**config.mk**
```make
export PLATFORM = sky130hd
export DESIGN_NAME = sc_fir_decim
export DESIGN_NICKNAME = d
export VERILOG_FILES = /design/src/rtl/sc_fir_decim.sv
export SDC_FILE = /design/constraint.sdc
export NUM_CORES = 1
export LEC_CHECK = 0
export BUFFER_PORTS_ARGS = -buffer_cell sky130_fd_sc_hd__buf_2
export CAP_MARGIN = 0
export CORE_ASPECT_RATIO = 1.2
export CORE_MARGIN = 2
export CORE_UTILIZATION = 55
export CTS_CLUSTER_DIAMETER = 80
export DETAILED_ROUTE_END_ITERATION = 8
export GPL_TIMING_DRIVEN = 0
export HOLD_SLACK_MARGIN = 0.05
export PLACE_DENSITY = 0.88
export SKIP_CTS_REPAIR_TIMING = 1
export SYNTH_ARGS = -nofsm -noshare
export SYNTH_HDL_FRONTEND = slang
export SYNTH_SLANG_ARGS = --single-unit
export TNS_END_PERCENT = 1
```
**constraint.sdc**
```tcl
create_clock -name clock -period 4.3 [get_ports clock]
set_input_delay 0.86 -clock clock [delete_from_list [all_inputs] [get_ports clock]]
set_output_delay 0.86 -clock clock [all_outputs]
set_load 0.05 [all_outputs]
```
**src/rtl/sc_fir_decim.sv**
```systemverilog
// Stochastic-computing FIR with decimation: each trigger runs a 2^N-cycle bitstream
// evaluation of the TAPS-deep delay lines against a shared coefficient set.
module sc_fir_decim #(
  parameter int N    = 8,
  parameter int TAPS = 4,
  parameter int CH   = 2
) (
  input  logic                  clock,
  input  logic                  reset_n,
  input  logic                  in_valid,
  output logic                  in_ready,
  input  logic [CH*(N+1)-1:0]   in_data,
  input  logic [TAPS*(N+1)-1:0] coef,
  input  logic [1:0]            dec_sel,
  output logic                  out_valid,
  input  logic                  out_ready,
  output logic [CH*(N+1)-1:0]   out_data,
  output logic                  busy,
  output logic [1:0]            dbg_state
);

  localparam int W  = N + 1;
  localparam int SW = $clog2(TAPS);

  localparam logic [1:0] S_IDLE = 2'd0;
  localparam logic [1:0] S_RUN  = 2'd1;
  localparam logic [1:0] S_HOLD = 2'd2;

  // Handshakes: a transfer happens on a rising edge where valid && ready are both high.
  logic [1:0]         r_state;
  logic [N-1:0]       r_cnt;
  logic [2:0]         r_phase;
  logic [W-1:0]       r_x   [CH][TAPS];
  logic [W-1:0]       r_acc [CH];
  logic [CH*W-1:0]    r_out_data;
  logic               r_out_valid;

  logic               w_accept;
  logic               w_trigger;
  logic               w_last;
  logic [2:0]         w_dm1;
  logic [N-1:0]       w_rx;
  logic [SW-1:0]      w_sel;
  logic [W-1:0]       w_coef [TAPS];
  logic               w_cbit;
  logic [CH-1:0]      w_prod;

  assign in_ready  = (r_state == S_IDLE);
  assign busy      = (r_state == S_RUN) || (r_state == S_HOLD);
  assign out_valid = r_out_valid;
  assign out_data  = r_out_data;
  assign dbg_state = r_state;

  assign w_accept  = in_valid && (r_state == S_IDLE);
  assign w_trigger = w_accept && (r_phase >= w_dm1);
  assign w_last    = (r_cnt == {N{1'b1}});
  assign w_sel     = w_rx[SW-1:0];

  always_comb begin
    w_dm1 = 3'd0;
    case (dec_sel)
      2'd0: w_dm1 = 3'd0;
      2'd1: w_dm1 = 3'd1;
      2'd2: w_dm1 = 3'd3;
      2'd3: w_dm1 = 3'd7;
      default: w_dm1 = 3'd0;
    endcase
  end

  // Bit-reversed count decorrelates the sample stream from the coefficient stream.
  always_comb begin
    w_rx = '0;
    for (int i = 0; i < N; i++) w_rx[i] = r_cnt[N-1-i];
  end

  always_comb begin
    for (int t = 0; t < TAPS; t++) w_coef[t] = coef[t*W +: W];
  end

  always_comb begin
    w_cbit = (w_coef[w_sel] > {1'b0, r_cnt});
    w_prod = '0;
    for (int k = 0; k < CH; k++) w_prod[k] = w_cbit && (r_x[k][w_sel] > {1'b0, w_rx});
  end

  always_ff @(posedge clock or negedge reset_n) begin
    if (!reset_n) begin
      r_state     <= S_IDLE;
      r_cnt       <= '0;
      r_phase     <= 3'd0;
      r_out_valid <= 1'b0;
    end else begin
      case (r_state)
        S_IDLE: begin
          if (w_accept) begin
            r_phase <= w_trigger ? 3'd0 : r_phase + 3'd1;
            if (w_trigger) begin
              r_state <= S_RUN;
              r_cnt   <= '0;
            end
          end
        end
        S_RUN: begin
          r_cnt <= r_cnt + N'(1);
          if (w_last) begin
            r_state     <= S_HOLD;
            r_out_valid <= 1'b1;
          end
        end
        S_HOLD: begin
          if (out_ready) begin
            r_state     <= S_IDLE;
            r_out_valid <= 1'b0;
          end
        end
        default: r_state <= S_IDLE;
      endcase
    end
  end

  always_ff @(posedge clock or negedge reset_n) begin
    if (!reset_n) begin
      for (int k = 0; k < CH; k++) begin
        r_acc[k] <= '0;
        for (int t = 0; t < TAPS; t++) r_x[k][t] <= '0;
      end
      r_out_data <= '0;
    end else begin
      for (int k = 0; k < CH; k++) begin
        if (w_accept) begin
          r_x[k][0] <= in_data[k*W +: W];
          for (int t = 1; t < TAPS; t++) r_x[k][t] <= r_x[k][t-1];
        end
        if (w_trigger) begin
          r_acc[k] <= '0;
        end else if (r_state == S_RUN) begin
          r_acc[k] <= r_acc[k] + {{N{1'b0}}, w_prod[k]};
          // The final cycle's product bit is folded straight into the result.
          if (w_last) r_out_data[k*W +: W] <= r_acc[k] + {{N{1'b0}}, w_prod[k]};
        end
      end
    end
  end

endmodule

```
### Word-level counts from Yosys, hierarchy flattened

Index checks and enable logic that the tools add are counted.

* bits in registers: 122
* input bits: 60
* output and inout port bits: 23
* logic and storage cells: 77

* add/sub/neg operators: 4
* order comparisons: 5
* equality and inequality tests: 10
* muxes and demuxes: 26
* bitwise operators: 2
* reductions and logical operators: 15

Operators with widths (number)
* 9-bit 2-to-1 mux: 10
* 9-bit binary-select mux with 2-bit select: 3
* 9-bit by 8-bit greater-than comparator with 1-bit output: 3
* 9-bit by 1-bit adder with 9-bit output: 2
* 8-bit 2-to-1 mux: 2
* 8-bit case mux with 2 select lines: 1
* 3-bit case mux with 4 select lines: 1
* 3-bit AND reduction: 3
* 8-bit by 1-bit adder with 8-bit output, second input constant: 1
* 8-bit equality test, second input constant: 1
* 2-bit 2-to-1 mux: 4
* 2-bit equality test, second input constant: 3
* 2-bit case mux with 3 select lines: 1
* 2-bit nonzero test: 3
* 2-bit by 1-bit equality test with 1-bit output, second input constant: 2
* 1-bit logical AND: 4
* 2-bit zero test: 2
* 2-bit by 1-bit inequality test with 1-bit output, second input constant: 2
* 2-bit inequality test, second input constant: 2
* 4-bit AND reduction: 1
* 3-bit by 1-bit adder with 3-bit output, second input constant: 1
* 3-bit >= comparator: 1
* 3-bit >= comparator, second input constant: 1
* 3-bit 2-to-1 mux: 1
* 6 further kinds: 7

### Longest topological paths before layout

Gate-level depths: netlist (run 1).

* depth after elaboration: 9
* gate-level depth with buffers: 17
* mapped depth without buffers: 15

### Worst setup path before layout (run 1)

Ideal clock, no wire load.

* kind: register to register
* start point: register r_cnt[7]
* end point: register r_out_data[8], in the netlist out_data[8]
* setup time: 0.123 ns
* arrival time: 3.737 ns
* data required time: 4.177 ns
* setup slack: 0.441 ns
* cell stages (with the launch flop): 17
* buffers on the path: 2
* clock period less this slack: 3.859 ns
* path through: dfrtp_1 > clkbuf_1 > buf_2 > mux4_2 > ha_1 > a21oi_1 > a21oi_1 > or4_1 > a21oi_1 > nor2_1 > ha_1 > ha_1 > and3_1 > and3_1 > nand3_1 > xor2_1 > a21oi_1

* longest elaborated chain between the ends: 7
* elaborated cells between the ends (all ways): 13
* classes of those cells: add/sub (1); order compare (2); eq/ne (1); mux (6); bitwise (1); reduce/logical (2)

RTL lines
* start: declaration: line 31 `logic [N-1:0] r_cnt;`
* start signal: assignment: line 104 `r_cnt <= r_cnt + N'(1);`
* 2-bit inverter with 3-bit output (not written as such): line 81, 83
* 9-bit binary-select mux with 2-bit select, on equally long branches: line 81, 83
* 9-bit 2-to-1 mux, on equally long branches (2 in a row): line 81, 83
* 9-bit by 8-bit greater-than comparator with 1-bit output, on equally long branches: line 81, 83
* 1-bit logical AND: line 83 `for (int k = 0; k < CH; k++) w_prod[k] = w_cbit && (r_x[k][w_sel] > {1'b0, w_rx});`
* 9-bit by 1-bit adder with 9-bit output: line 139 `if (w_last) r_out_data[k*W +: W] <= r_acc[k] + {{N{1'b0}}, w_prod[k]};`
* end signal: indexed assignment: line 139
* end: declaration: line 35 `logic [CH*W-1:0] r_out_data;`

Parallel ways exist; a longest one is shown, timed or not. The select of a mux whose other input is x is not followed.
A chain may end at the register's enable or synchronous reset.

### Worst setup path in the final report (run 1)

* start point: register r_cnt[6]
* end point: register r_acc[8] in the netlist's numbering

* longest elaborated chain between the ends: 9
* elaborated cells between the ends (all ways): 13
* classes of those cells: add/sub (1); order compare (2); mux (8); bitwise (1); reduce/logical (1)

RTL lines
* 2-bit inverter with 3-bit output (not written as such): line 81, 83
* 9-bit binary-select mux with 2-bit select, on equally long branches: line 81, 83
* 9-bit 2-to-1 mux, on equally long branches (2 in a row): line 81, 83
* 9-bit by 8-bit greater-than comparator with 1-bit output, on equally long branches: line 81, 83
* 1-bit logical AND (*): line 83
* 9-bit by 1-bit adder with 9-bit output (*): line 137 `r_acc[k] <= r_acc[k] + {{N{1'b0}}, w_prod[k]};`
* 9-bit 2-to-1 mux (*): line 136 `end else if (r_state == S_RUN) begin`
* 9-bit 2-to-1 mux (*): line 134 `if (w_trigger) begin`
* end signal: indexed assignment: line 137
* end: declaration: line 34 `logic [W-1:0] r_acc [CH];`

Mark *: on every way between the ends. The rest lies on a longest branch, timed or not. The select of a mux whose other input is x is not followed.

==> results.sh, run 1 <==
export IMPL_status="completed"
export IMPL_clock_tree_root_cell="sky130_fd_sc_hd__clkbuf_16"
export IMPL_power_net_switching_w=0.00176
export IMPL_crit_path_end_kind="flip-flop"
export IMPL_die_w_um=103
export IMPL_numCtsBuffers=17
export IMPL_instances_no_fill=939
export IMPL_placed_cells=907
export IMPL_antenna_violating_nets_post_route=0
export IMPL_final_cell_area_sq_mm=0.00776
export IMPL_synth_area_top_cells="sky130_fd_sc_hd__dfrtp_1, sky130_fd_sc_hd__nand2_1, sky130_fd_sc_hd__mux4_2"
export IMPL_die_area_sq_mm=0.0126
export IMPL_min_period_ns=4.13
export IMPL_worst_skew_ns=0.00492
export IMPL_clkPwrFrac_pct=32.0
export IMPL_first_drt_iteration_drcs=450
export IMPL_cellLeakagePower_nw=3.93
export IMPL_vias_in_the_first_global_route=5344
export IMPL_tritoncts_clock_tree="yes"
export IMPL_postSynthAreaPerCell_sq_um=9.66
export IMPL_post_dp_cell_area_sq_mm=0.00708
export IMPL_beginning_of_the_worst_register_to_register_path="r_cnt[6]"
export IMPL_fmaxAchievable_ghz=0.242
export IMPL_setup_worst_path_start_class="flip-flop"
export IMPL_timing_worst_slew_pin_value_ns=0.614
export IMPL_wl_met2_um=8480
export IMPL_cts_root_to_sink_buffers=2
export IMPL_routedLengthMet1_um=5880
export IMPL_design_power_total_w=0.00492
export IMPL_syn_nets=763
export IMPL_synth_top_area_share_pct=47.4
export IMPL_detailedPlace_worstSlack_ns=-0.0145
export IMPL_rows=43
export IMPL_drv_cap=0
export IMPL_path_clk_slew_ns=0.06
export IMPL_hpwl_um=10800
export IMPL_finalNetCount=865
export IMPL_worst_setup_path_class="flip-flop to flip-flop"
export IMPL_synthesis_yosys_warnings=0
export IMPL_effective_utilization_at_floorplan_pct=56.0
export IMPL_post_synthesis_sequential_area_ratio_pct=47.4
export IMPL_grt_pass1_wl_um=25400
export IMPL_layout_drive_gt1_share_pct=22.8
export IMPL_worstSkewPairLatency_ns=0.42
export IMPL_netlist_top_cells_count="sky130_fd_sc_hd__nand2_1, sky130_fd_sc_hd__dfrtp_1, sky130_fd_sc_hd__nor2_1, sky130_fd_sc_hd__ha_1, sky130_fd_sc_hd__a21oi_1"
export IMPL_crit_path_cell_trace="clkbuf_2 > buf_2 > mux4_2 > ha_1 > a21oi_1 > a21oi_1 > or4_1 > a21oi_1 > nor2_1 > ha_1 > ha_1 > and3_1 > and3_1 > nand4_1 > xor2_1 > nor2_1"
export IMPL_yosys_register_bits=122
export IMPL_hold_violations=0
export IMPL_final_min_period_over_clock_period_pct=96.2
export IMPL_relSlewSlack_pct=59.0
export IMPL_final_seq_area_sq_mm=0.00305
export IMPL_timing_critical_path_buf_inv=2
export IMPL_grt_resource_usage_total_pct=26.7
export IMPL_combPwrFrac_pct=31.5
export IMPL_synthFlopType="sky130_fd_sc_hd__dfrtp_1"
export IMPL_grt_start_max_net_pins=73
export IMPL_worst_path_max_delay_cell="sky130_fd_sc_hd__or4_1"
export IMPL_cp_max_fo=10
export IMPL_ioPinCount=83
export IMPL_syn_to_final_growth_pct=20.5
export IMPL_postSynthCellCount=667
export IMPL_vdd_ir_drop_worst_uv=373
export IMPL_number_of_antenna_violations_at_the_first_check_in_global_routing=0
export IMPL_cell_type_with_the_highest_aggregate_area_in_the_netlist="sky130_fd_sc_hd__dfrtp_1"
export IMPL_setup_repair_after_global_routing_missed_its_margin="no"
export IMPL_postSynth_asyncResetShare_pct=100
export IMPL_p_sw_share_pct=35.9
export IMPL_die_height_um=123
export IMPL_worstPathArrival_ns=4.44
export IMPL_mappedNetlistArea_sq_mm=0.00644
export IMPL_post_route_drc_count=0
export IMPL_power_report_internal_total_w=0.00315
export IMPL_slowest_delay_ns=0.48
export IMPL_post_drt_via_cell_ratio=5.60
export IMPL_setup_violations=0
export IMPL_h_tree_lvl_count=4
export IMPL_antenna_diode_instance_count=0
export IMPL_finalWeightedCongestion=0.916
export IMPL_clkSinkCount=122
export IMPL_multi_input_area_sq_mm=0.00315
export IMPL_timing_critical_path_required_ns=4.60
export IMPL_wl_per_cell_um=16.9
export IMPL_worstSetupStartpoint="r_cnt[6]"
export IMPL_critical_path_top_delay_family="simple AND/OR/NAND/NOR gates"
export IMPL_final_max_slew_viol_count=0
export IMPL_hp_class="primary input to async pin"
export IMPL_met3_length_um=938
export IMPL_top_layer_used="met4"
export IMPL_design_core_area_sq_mm=0.0115
export IMPL_synth_edf_count=0
export IMPL_drtPass1Iterations=5
export IMPL_power_share_sequential_pct=36.4
export IMPL_place_port_buffers=82
export IMPL_setup_slack_ns=0.165
export IMPL_fillers=860
export IMPL_route_vias_total=5262
export IMPL_power_per_cell_area_mw_per_mm2=634
export IMPL_number_of_distinct_library_cells_after_synthesis=41
export IMPL_routed_wirelength_um=15900
export IMPL_aggregate_global_routing_overflow=0
export IMPL_yosys_cell_count_top_type="sky130_fd_sc_hd__nand2_1"
state kept, by name, summed over array words and instances (netlist names):
| register | flops |
|---|---|
| out_valid | 1 |
| r_phase | 3 |
| out_data | 18 |
| r_x | 72 |
| dbg_state | 2 |
| r_cnt | 8 |
| r_acc | 18 |
logic make-up after synthesis:
family                     synth area share (%)
muxes                                      11.1
AOI/OAI and AO/OA                          5.52
buffers and inverters                      3.71
and+or+nand+nor                            21.5
adders and majority gates                  6.99
xor gates and xnor gates                   3.81
DFF                                        47.4
per-layer routing:
| metal | vias up | track usage, % |
|---|---|---|
| met1 | 2552 | 30.0 |
| met4 | 0 | 13.2 |
| met5 | - | 0 |
| met3 | 52 | 6.38 |
| li1 | 2437 | - |
| met2 | 221 | 47.0 |
stage by stage:
step | hold slack, ns | setup TNS, ns | utilization, %
floorplan | 0.441 | 0 | -
global placement | 0.452 | -0.0680 | 61.2
detailed placement | 0.462 | -0.0370 | 61.5
CTS | 0.395 | -0.540 | 67.2
global route | 0.422 | 0 | 67.4
finish | 0.381 | 0 | 67.4
power groups by stage:
| stage | Sequential [W] | Combinational [W] | Clock [W] |
|---|---|---|---|
| final | 0.00179 | 0.00155 | 0.00158 |
| after global routing | 0.00182 | 0.00173 | 0.00165 |
| after CTS | 0.00178 | 0.00155 | 0.00158 |
| after detailed placement | 0.00178 | 0.00150 | 0 |
| after global placement | 0.00177 | 0.00141 | 0 |
| after floorplan | 0.00172 | 0.00110 | 0 |
layout by cell type (no fill, tap or decap), types with 2 or more instances in the layout:
master,netlist,layout
sky130_fd_sc_hd__nand2_1,238,238
sky130_fd_sc_hd__dfrtp_1,122,122
sky130_fd_sc_hd__buf_2,14,93
sky130_fd_sc_hd__nor2_1,46,46
sky130_fd_sc_hd__ha_1,36,36
sky130_fd_sc_hd__a21oi_1,32,32
sky130_fd_sc_hd__mux4_2,27,27
sky130_fd_sc_hd__xor2_1,18,18
sky130_fd_sc_hd__inv_1,17,17
sky130_fd_sc_hd__clkbuf_16,0,17
sky130_fd_sc_hd__nand3_1,13,13
sky130_fd_sc_hd__o21ai_0,13,13
sky130_fd_sc_hd__clkbuf_1,12,11
sky130_fd_sc_hd__and3_1,10,10
sky130_fd_sc_hd__xnor2_1,10,10
sky130_fd_sc_hd__nand4_1,8,8
sky130_fd_sc_hd__buf_6,2,6
sky130_fd_sc_hd__mux2_2,6,6
sky130_fd_sc_hd__clkinvlp_4,0,5
sky130_fd_sc_hd__bufinv_16,0,5
sky130_fd_sc_hd__mux2i_1,4,4
sky130_fd_sc_hd__or3_1,4,4
sky130_fd_sc_hd__nand3b_1,3,3
sky130_fd_sc_hd__a211oi_1,3,3
sky130_fd_sc_hd__or4_1,3,3
sky130_fd_sc_hd__buf_1,4,3
sky130_fd_sc_hd__buf_4,3,2
sky130_fd_sc_hd__nor2b_1,2,2
sky130_fd_sc_hd__nor3_1,2,2
sky130_fd_sc_hd__inv_6,0,2
worst paths after layout:
| check | endpoint | slack, ns | cells past startpoint |
|---|---|---|---|
| max | r_acc[8] | 0.17 | 16 |
| min | out_data[11] | 0.38 | 1 |
| max reg2reg | r_acc[8] | 0.17 | 16 |
| min reg2reg | r_x[41] | 0.47 | 2 |
| max in group asynchronous | r_x[58] | 3.22 | 2 |
| min in group clock | r_x[41] | 0.47 | 2 |
layout make-up:
| cell class | count | share of cell area [%] |
|---|---|---|
| clock buffers | 18 | 5.66 |
| well taps | 157 | 2.53 |
| clock inverters | 14 | 2.82 |
| plain buffers | 35 | 2.53 |
| repair buffers | 83 | 5.72 |
| inverters | 17 | 0.822 |
| flip-flops and latches | 122 | 39.3 |
| multi-input cells | 493 | 40.6 |
(Power assumes the default switching activity.)
==> inputs of run 2 (changes only) <==
PLACE_DENSITY = 0.76   (was 0.88)
==> run 2 against run 1 <==
Net effect: critical path depth stayed put; core utilization down 0.22 points; maximum frequency rose by 0.45%; power shrank 2.4%; first-iteration DRC count is 42% lower; worst hold slack worse by 0.091 ns; combinational power about the same; cell count down 0.11%; clock power is 6% lower; clock-buffer cell count up 1; clock skew grew 0.0055 ns; wire length decreased by 2.7%; critical endpoint is now r_acc[17].
==> results.sh, run 2 (synthesis gave the netlist of run 1 again) <==
export IMPL_rows=43
export IMPL_timing_rr_end="r_acc[17]"
export IMPL_layout_drive_gt1_share_pct=22.7
export IMPL_aggregate_global_routing_overflow=0
export IMPL_relSlewSlack_pct=57.6
export IMPL_grt_start_max_net_pins=104
export IMPL_tritoncts_clock_tree="yes"
export IMPL_vias_in_the_first_global_route=5362
export IMPL_layout_commonest_cell="sky130_fd_sc_hd__nand2_1"
export IMPL_path_clk_slew_ns=0.05
export IMPL_antenna_diode_instance_count=0
export IMPL_hp_class="primary input to async pin"
export IMPL_finalNetCount=865
export IMPL_hold_violations=0
export IMPL_critPathCapture="r_acc[17]"
export IMPL_grt_resource_usage_total_pct=26.4
export IMPL_wl_per_cell_um=16.5
export IMPL_final_seq_area_sq_mm=0.00305
export IMPL_power_per_cell_area_mw_per_mm2=621
export IMPL_ioPinCount=83
export IMPL_max_ffs_per_register=72
export IMPL_clock_tree_root_cell="sky130_fd_sc_hd__clkbuf_16"
export IMPL_final_max_slew_viol_count=0
export IMPL_cp_max_fo=10
export IMPL_critical_path_depth=16
export IMPL_die_height_um=123
export IMPL_fmaxAchievable_ghz=0.243
export IMPL_final_cell_mix="sky130_fd_sc_hd__nand2_1, sky130_fd_sc_hd__dfrtp_1, sky130_fd_sc_hd__buf_2"
export IMPL_die_w_um=103
export IMPL_cellLeakagePower_nw=3.91
export IMPL_crit_path_cell_trace="clkbuf_4 > buf_6 > mux4_2 > ha_1 > a211oi_2 > nor2_1 > or4_1 > a21oi_1 > nor2_1 > ha_1 > ha_1 > and3_1 > and3_1 > nand4_1 > xor2_1 > nor2_1"
export IMPL_drtPass1Iterations=5
export IMPL_worstSetupStartpoint="r_cnt[7]"
export IMPL_antenna_violating_nets_post_route=0
export IMPL_h_tree_lvl_count=4
export IMPL_fillers=910
export IMPL_worst_setup_path_class="flip-flop to flip-flop"
export IMPL_min_period_ns=4.12
export IMPL_hpwl_um=11000
export IMPL_design_power_total_w=0.00480
export IMPL_critical_path_top_delay_family="simple AND/OR/NAND/NOR gates"
export IMPL_post_route_drc_count=0
export IMPL_setup_repair_after_global_routing_missed_its_margin="no"
export IMPL_timing_critical_path_buf_inv=2
export IMPL_worst_r2r_cell_count=16
export IMPL_beginning_of_the_worst_register_to_register_path="r_cnt[7]"
export IMPL_post_drt_via_cell_ratio=5.59
export IMPL_slowest_delay_ns=0.56
export IMPL_routed_wirelength_um=15400
export IMPL_status="completed"
export IMPL_final_setup_tns_ns=0
export IMPL_timing_critical_path_required_ns=4.60
export IMPL_worst_path_max_delay_cell="sky130_fd_sc_hd__mux4_2"
export IMPL_setup_worst_path_start_class="flip-flop"
export IMPL_number_of_antenna_violations_at_the_first_check_in_global_routing=0
export IMPL_grt_pass1_wl_um=25200
export IMPL_worstPathArrival_ns=4.41
export IMPL_route_vias_total=5241
export IMPL_design_core_area_sq_mm=0.0115
export IMPL_final_min_period_over_clock_period_pct=95.7
export IMPL_syn_to_final_growth_pct=20.1
export IMPL_drv_cap=0
export IMPL_place_port_buffers=82
export IMPL_r2r_setup_slack_ns=0.18
export IMPL_worst_skew_ns=0.0104
export IMPL_die_area_sq_mm=0.0126
export IMPL_crit_path_end_kind="flip-flop"
export IMPL_first_drt_iteration_drcs=263
export IMPL_timing_worst_slew_pin_value_ns=0.636
export IMPL_finalWeightedCongestion=0.857
export IMPL_setup_violations=0
export IMPL_vdd_ir_drop_worst_uv=333
export IMPL_max_flop_register="r_x"
export IMPL_clkSinkCount=122
export IMPL_numCtsBuffers=17
export IMPL_worstSkewPairLatency_ns=0.42
export IMPL_multi_input_area_sq_mm=0.00316
export IMPL_effective_utilization_at_floorplan_pct=56.0
export IMPL_cts_root_to_sink_buffers=2
run 2: cell types whose count changed in the layout (fill, tap and decap cells not counted), moves of 2 or more:
cell / before / now
sky130_fd_sc_hd__clkbuf_4: 1 / 4
sky130_fd_sc_hd__buf_2: 93 / 91
sky130_fd_sc_hd__clkinv_2: 1 / 3
sky130_fd_sc_hd__inv_6: 2 / 0
run 2: per-stage QoR:
stage / cell area [sq um] / hold WS, ns / worst slack, ns / cells / utilization, %
after floorplan: 6440 / 0.441 / 0.441 / 667 / -
after global placement: 7050 / 0.452 / -0.0958 / 906 / 61.2
after detailed placement: 7080 / 0.458 / -0.128 / 907 / 61.5
after CTS: 7700 / 0.288 / -0.176 / 938 / 66.9
after global routing: 7740 / 0.293 / 0.00563 / 938 / 67.2
final: 7740 / 0.289 / 0.184 / 938 / 67.2
run 2: report_power, final:
group / internal [W] / switching (W)
clock: 0.000977 / 0.000505
combinational: 0.000609 / 0.000923
sequential: 0.00150 / 0.000287
total: 0.00309 / 0.00172
run 2: layout make-up:
| class | instances | area share, % |
|---|---|---|
| inverter | 17 | 0.825 |
| sequential | 122 | 39.5 |
| buffer | 35 | 2.68 |
| multi-input combinational | 493 | 40.8 |
| clock inverter | 12 | 2.25 |
| clock buffer | 19 | 5.72 |
| tap | 157 | 2.54 |
| timing repair buffer | 83 | 5.74 |
run 2: worst min-delay path by stage:
stage | start | endpoint
floorplan | r_x[0] | r_x[0]
global placement | r_x[42] | r_x[42]
detailed placement | r_x[39] | r_x[39]
CTS | reset_n | r_x[38]
global route | reset_n | r_x[64]
finish | reset_n | r_x[65]
run 2: layer usage:
layer  global-route usage (%)  part of all wire, %  vias to the layer above  wire (um)
met3                     5.69                  5.2                       55        799
met4                     13.7                  4.0                        0        619
met5                        0                    0                        -          0
li1                         -                    -                     2442          -
met1                     30.4                   38                     2552       5890
met2                     46.0                   53                      192       8130
==> inputs of run 3 (changes only) <==
ABC_AREA = 1   (was not set)
==> run 3 against run 2 <==
Net effect: sequential share of layout area fell by 0.44 points; sequential power fell by 3%; power rose by 1.2%.
==> results.sh, run 3 <==
export IMPL_setup_violations=0
export IMPL_syn_nets=889
export IMPL_final_min_period_over_clock_period_pct=91.7
export IMPL_hold_violations=0
export IMPL_layout_drive_gt1_share_pct=19.4
export IMPL_routed_wirelength_um=16700
export IMPL_finalWeightedCongestion=0.908
export IMPL_cp_max_fo=10
export IMPL_die_area_sq_mm=0.0128
export IMPL_postSynthCellCount=793
export IMPL_clkSinkCount=122
export IMPL_place_port_buffers=82
export IMPL_aggregate_global_routing_overflow=0
export IMPL_max_ffs_per_register=72
export IMPL_fmaxAchievable_ghz=0.254
export IMPL_power_per_cell_area_mw_per_mm2=621
export IMPL_clock_tree_root_cell="sky130_fd_sc_hd__clkbuf_16"
export IMPL_numCtsBuffers=17
export IMPL_ioPinCount=83
export IMPL_synthesis_yosys_warnings=0
export IMPL_layout_commonest_cell="sky130_fd_sc_hd__nand2_1"
export IMPL_max_flop_register="r_x"
export IMPL_cellLeakagePower_nw=3.91
export IMPL_first_drt_iteration_drcs=393
export IMPL_min_period_ns=3.94
export IMPL_antenna_diode_instance_count=0
export IMPL_post_drt_via_cell_ratio=5.45
export IMPL_worstSetupStartpoint="r_cnt[6]"
export IMPL_path_clk_slew_ns=0.06
export IMPL_number_of_antenna_violations_at_the_first_check_in_global_routing=0
export IMPL_path_common_cell="sky130_fd_sc_hd__nand2_1"
export IMPL_worst_skew_ns=0.0101
export IMPL_final_cell_mix="sky130_fd_sc_hd__nand2_1, sky130_fd_sc_hd__dfrtp_1, sky130_fd_sc_hd__o21ai_0"
export IMPL_design_core_area_sq_mm=0.0116
export IMPL_drtPass1Iterations=5
export IMPL_setup_worst_path_start_class="flip-flop"
export IMPL_worst_setup_path_class="flip-flop to flip-flop"
export IMPL_placed_cells=1033
export IMPL_wl_per_cell_um=15.6
export IMPL_hpwl_um=11900
export IMPL_synth_top_area_share_pct=46.7
export IMPL_setup_slack_ns=0.356
export IMPL_post_dp_cell_area_sq_mm=0.00718
export IMPL_synth_edf_count=0
export IMPL_status="completed"
export IMPL_slowest_delay_ns=0.47
export IMPL_detailedPlace_worstSlack_ns=0.516
export IMPL_crit_path_end_kind="flip-flop"
export IMPL_post_synthesis_sequential_area_ratio_pct=46.7
export IMPL_number_of_distinct_library_cells_after_synthesis=37
export IMPL_yosys_register_bits=122
export IMPL_netlist_top_cells_count="sky130_fd_sc_hd__nand2_1, sky130_fd_sc_hd__dfrtp_1, sky130_fd_sc_hd__o21ai_0, sky130_fd_sc_hd__inv_1"
export IMPL_grt_start_max_net_pins=65
export IMPL_vdd_ir_drop_worst_uv=328
export IMPL_antenna_violating_nets_post_route=0
export IMPL_postSynth_asyncResetShare_pct=100
export IMPL_hp_class="primary input to async pin"
export IMPL_postSynthAreaPerCell_sq_um=8.24
export IMPL_grt_resource_usage_total_pct=27.8
export IMPL_drv_cap=0
export IMPL_cell_type_with_the_highest_aggregate_area_in_the_netlist="sky130_fd_sc_hd__dfrtp_1"
export IMPL_mappedNetlistArea_sq_mm=0.00654
export IMPL_die_w_um=104
export IMPL_vias_in_the_first_global_route=5940
export IMPL_effective_utilization_at_floorplan_pct=56.5
export IMPL_timing_worst_slew_pin_value_ns=0.573
export IMPL_syn_to_final_growth_pct=19.8
export IMPL_timing_critical_path_required_ns=4.60
export IMPL_tritoncts_clock_tree="yes"
export IMPL_route_vias_total=5806
export IMPL_grt_pass1_wl_um=27800
export IMPL_instances_no_fill=1065
export IMPL_final_cell_area_sq_mm=0.00783
export IMPL_beginning_of_the_worst_register_to_register_path="r_cnt[6]"
export IMPL_post_route_drc_count=0
export IMPL_worst_path_max_delay_cell="sky130_fd_sc_hd__dfrtp_1"
export IMPL_h_tree_lvl_count=4
export IMPL_rows=43
export IMPL_setup_repair_after_global_routing_missed_its_margin="no"
export IMPL_finalNetCount=991
export IMPL_die_height_um=123
export IMPL_cts_root_to_sink_buffers=2
export IMPL_worstSkewPairLatency_ns=0.43
export IMPL_yosys_cell_count_top_type="sky130_fd_sc_hd__nand2_1"
export IMPL_design_power_total_w=0.00486
export IMPL_synth_area_top_cells="sky130_fd_sc_hd__dfrtp_1, sky130_fd_sc_hd__nand2_1, sky130_fd_sc_hd__o21ai_0"
export IMPL_relSlewSlack_pct=61.8
export IMPL_final_setup_tns_ns=0
export IMPL_final_max_slew_viol_count=0
export IMPL_fillers=944
export IMPL_synthFlopType="sky130_fd_sc_hd__dfrtp_1"
export IMPL_worstPathArrival_ns=4.24
[run 3: cell count changes after synthesis, sizes merged, moves of 7 or more]
cell,delta
o22ai,+7
a22oi,+20
inv,+75
nand3,+16
nand2,-16
and3,-10
o21ai,+116
nor2,-8
xor2,-7
mux4,-27
xnor2,-8
[run 3: cell type report]
cell class	instances	area, sq um	area share [%]
multi-input combinational	542	2950	37.7
tap	157	196	2.51
clock inverter	13	191	2.45
buffer	37	194	2.48
timing repair buffer	83	444	5.67
sequential	122	3050	39.0
inverter	92	348	4.44
clock buffer	19	453	5.79
[run 3: final timing paths]
check | endpoint | slack [ns] | depth (start not counted)
setup / recovery | r_acc[8] | 0.36 | 28
hold / removal | out_data[2] | 0.40 | 1
setup reg to reg | r_acc[8] | 0.36 | 28
hold reg to reg | out_data[5] | 0.48 | 2
max in group asynchronous | r_x[3] | 3.20 | 2
min in group clock | out_data[5] | 0.48 | 2
[run 3: where the power goes]
part | internal [W] | switching, W | leakage (nW) | total [W]
logic | 0.000514 | 0.00106 | 2.01 | 0.00157
clock network | 0.00100 | 0.000549 | 0.306 | 0.00155
registers | 0.00151 | 0.000222 | 1.60 | 0.00174
total | 0.00303 | 0.00183 | 3.91 | 0.00486
[run 3: routing by layer]
| metal | vias up | track usage [%] | wire [um] |
|---|---|---|---|
| met5 | - | 0 | 0 |
| met4 | 0 | 15.8 | 605 |
| met3 | 47 | 4.27 | 803 |
| met2 | 194 | 51.7 | 8820 |
| met1 | 2767 | 30.4 | 6430 |
| li1 | 2798 | - | - |
[run 3: logic make-up (layout without fill, tap and decap cells)]
logic type	after synthesis	in the layout	share of synthesized area [%]
buffers and inverters	129	244	8.21
AND/OR/NAND/NOR	303	303	19.4
XOR/XNOR	13	13	1.74
adder cells (fa/ha/maj)	36	36	6.89
flip-flops	122	122	46.7
AO/OA/AOI/OAI	190	190	17.1
[run 3: through the flow]
step / hold slack (ns) / util, %
after floorplan: 0.450 / -
after global placement: 0.459 / 61.8
after detailed placement: 0.467 / 62.1
after CTS: 0.429 / 67.6
after global routing: 0.450 / 67.7
final: 0.403 / 67.7
[run 3: worst max-delay path, delay by kind of cell (launching register included)]
family | cells | cell delay (ns)
flip-flops | 1 | 0.47
buffers and inverters | 3 | 0.48
adder cells (fa/ha/maj) | 3 | 0.72
AND/OR/NAND/NOR | 20 | 1.86
AO/OA/AOI/OAI | 2 | 0.26
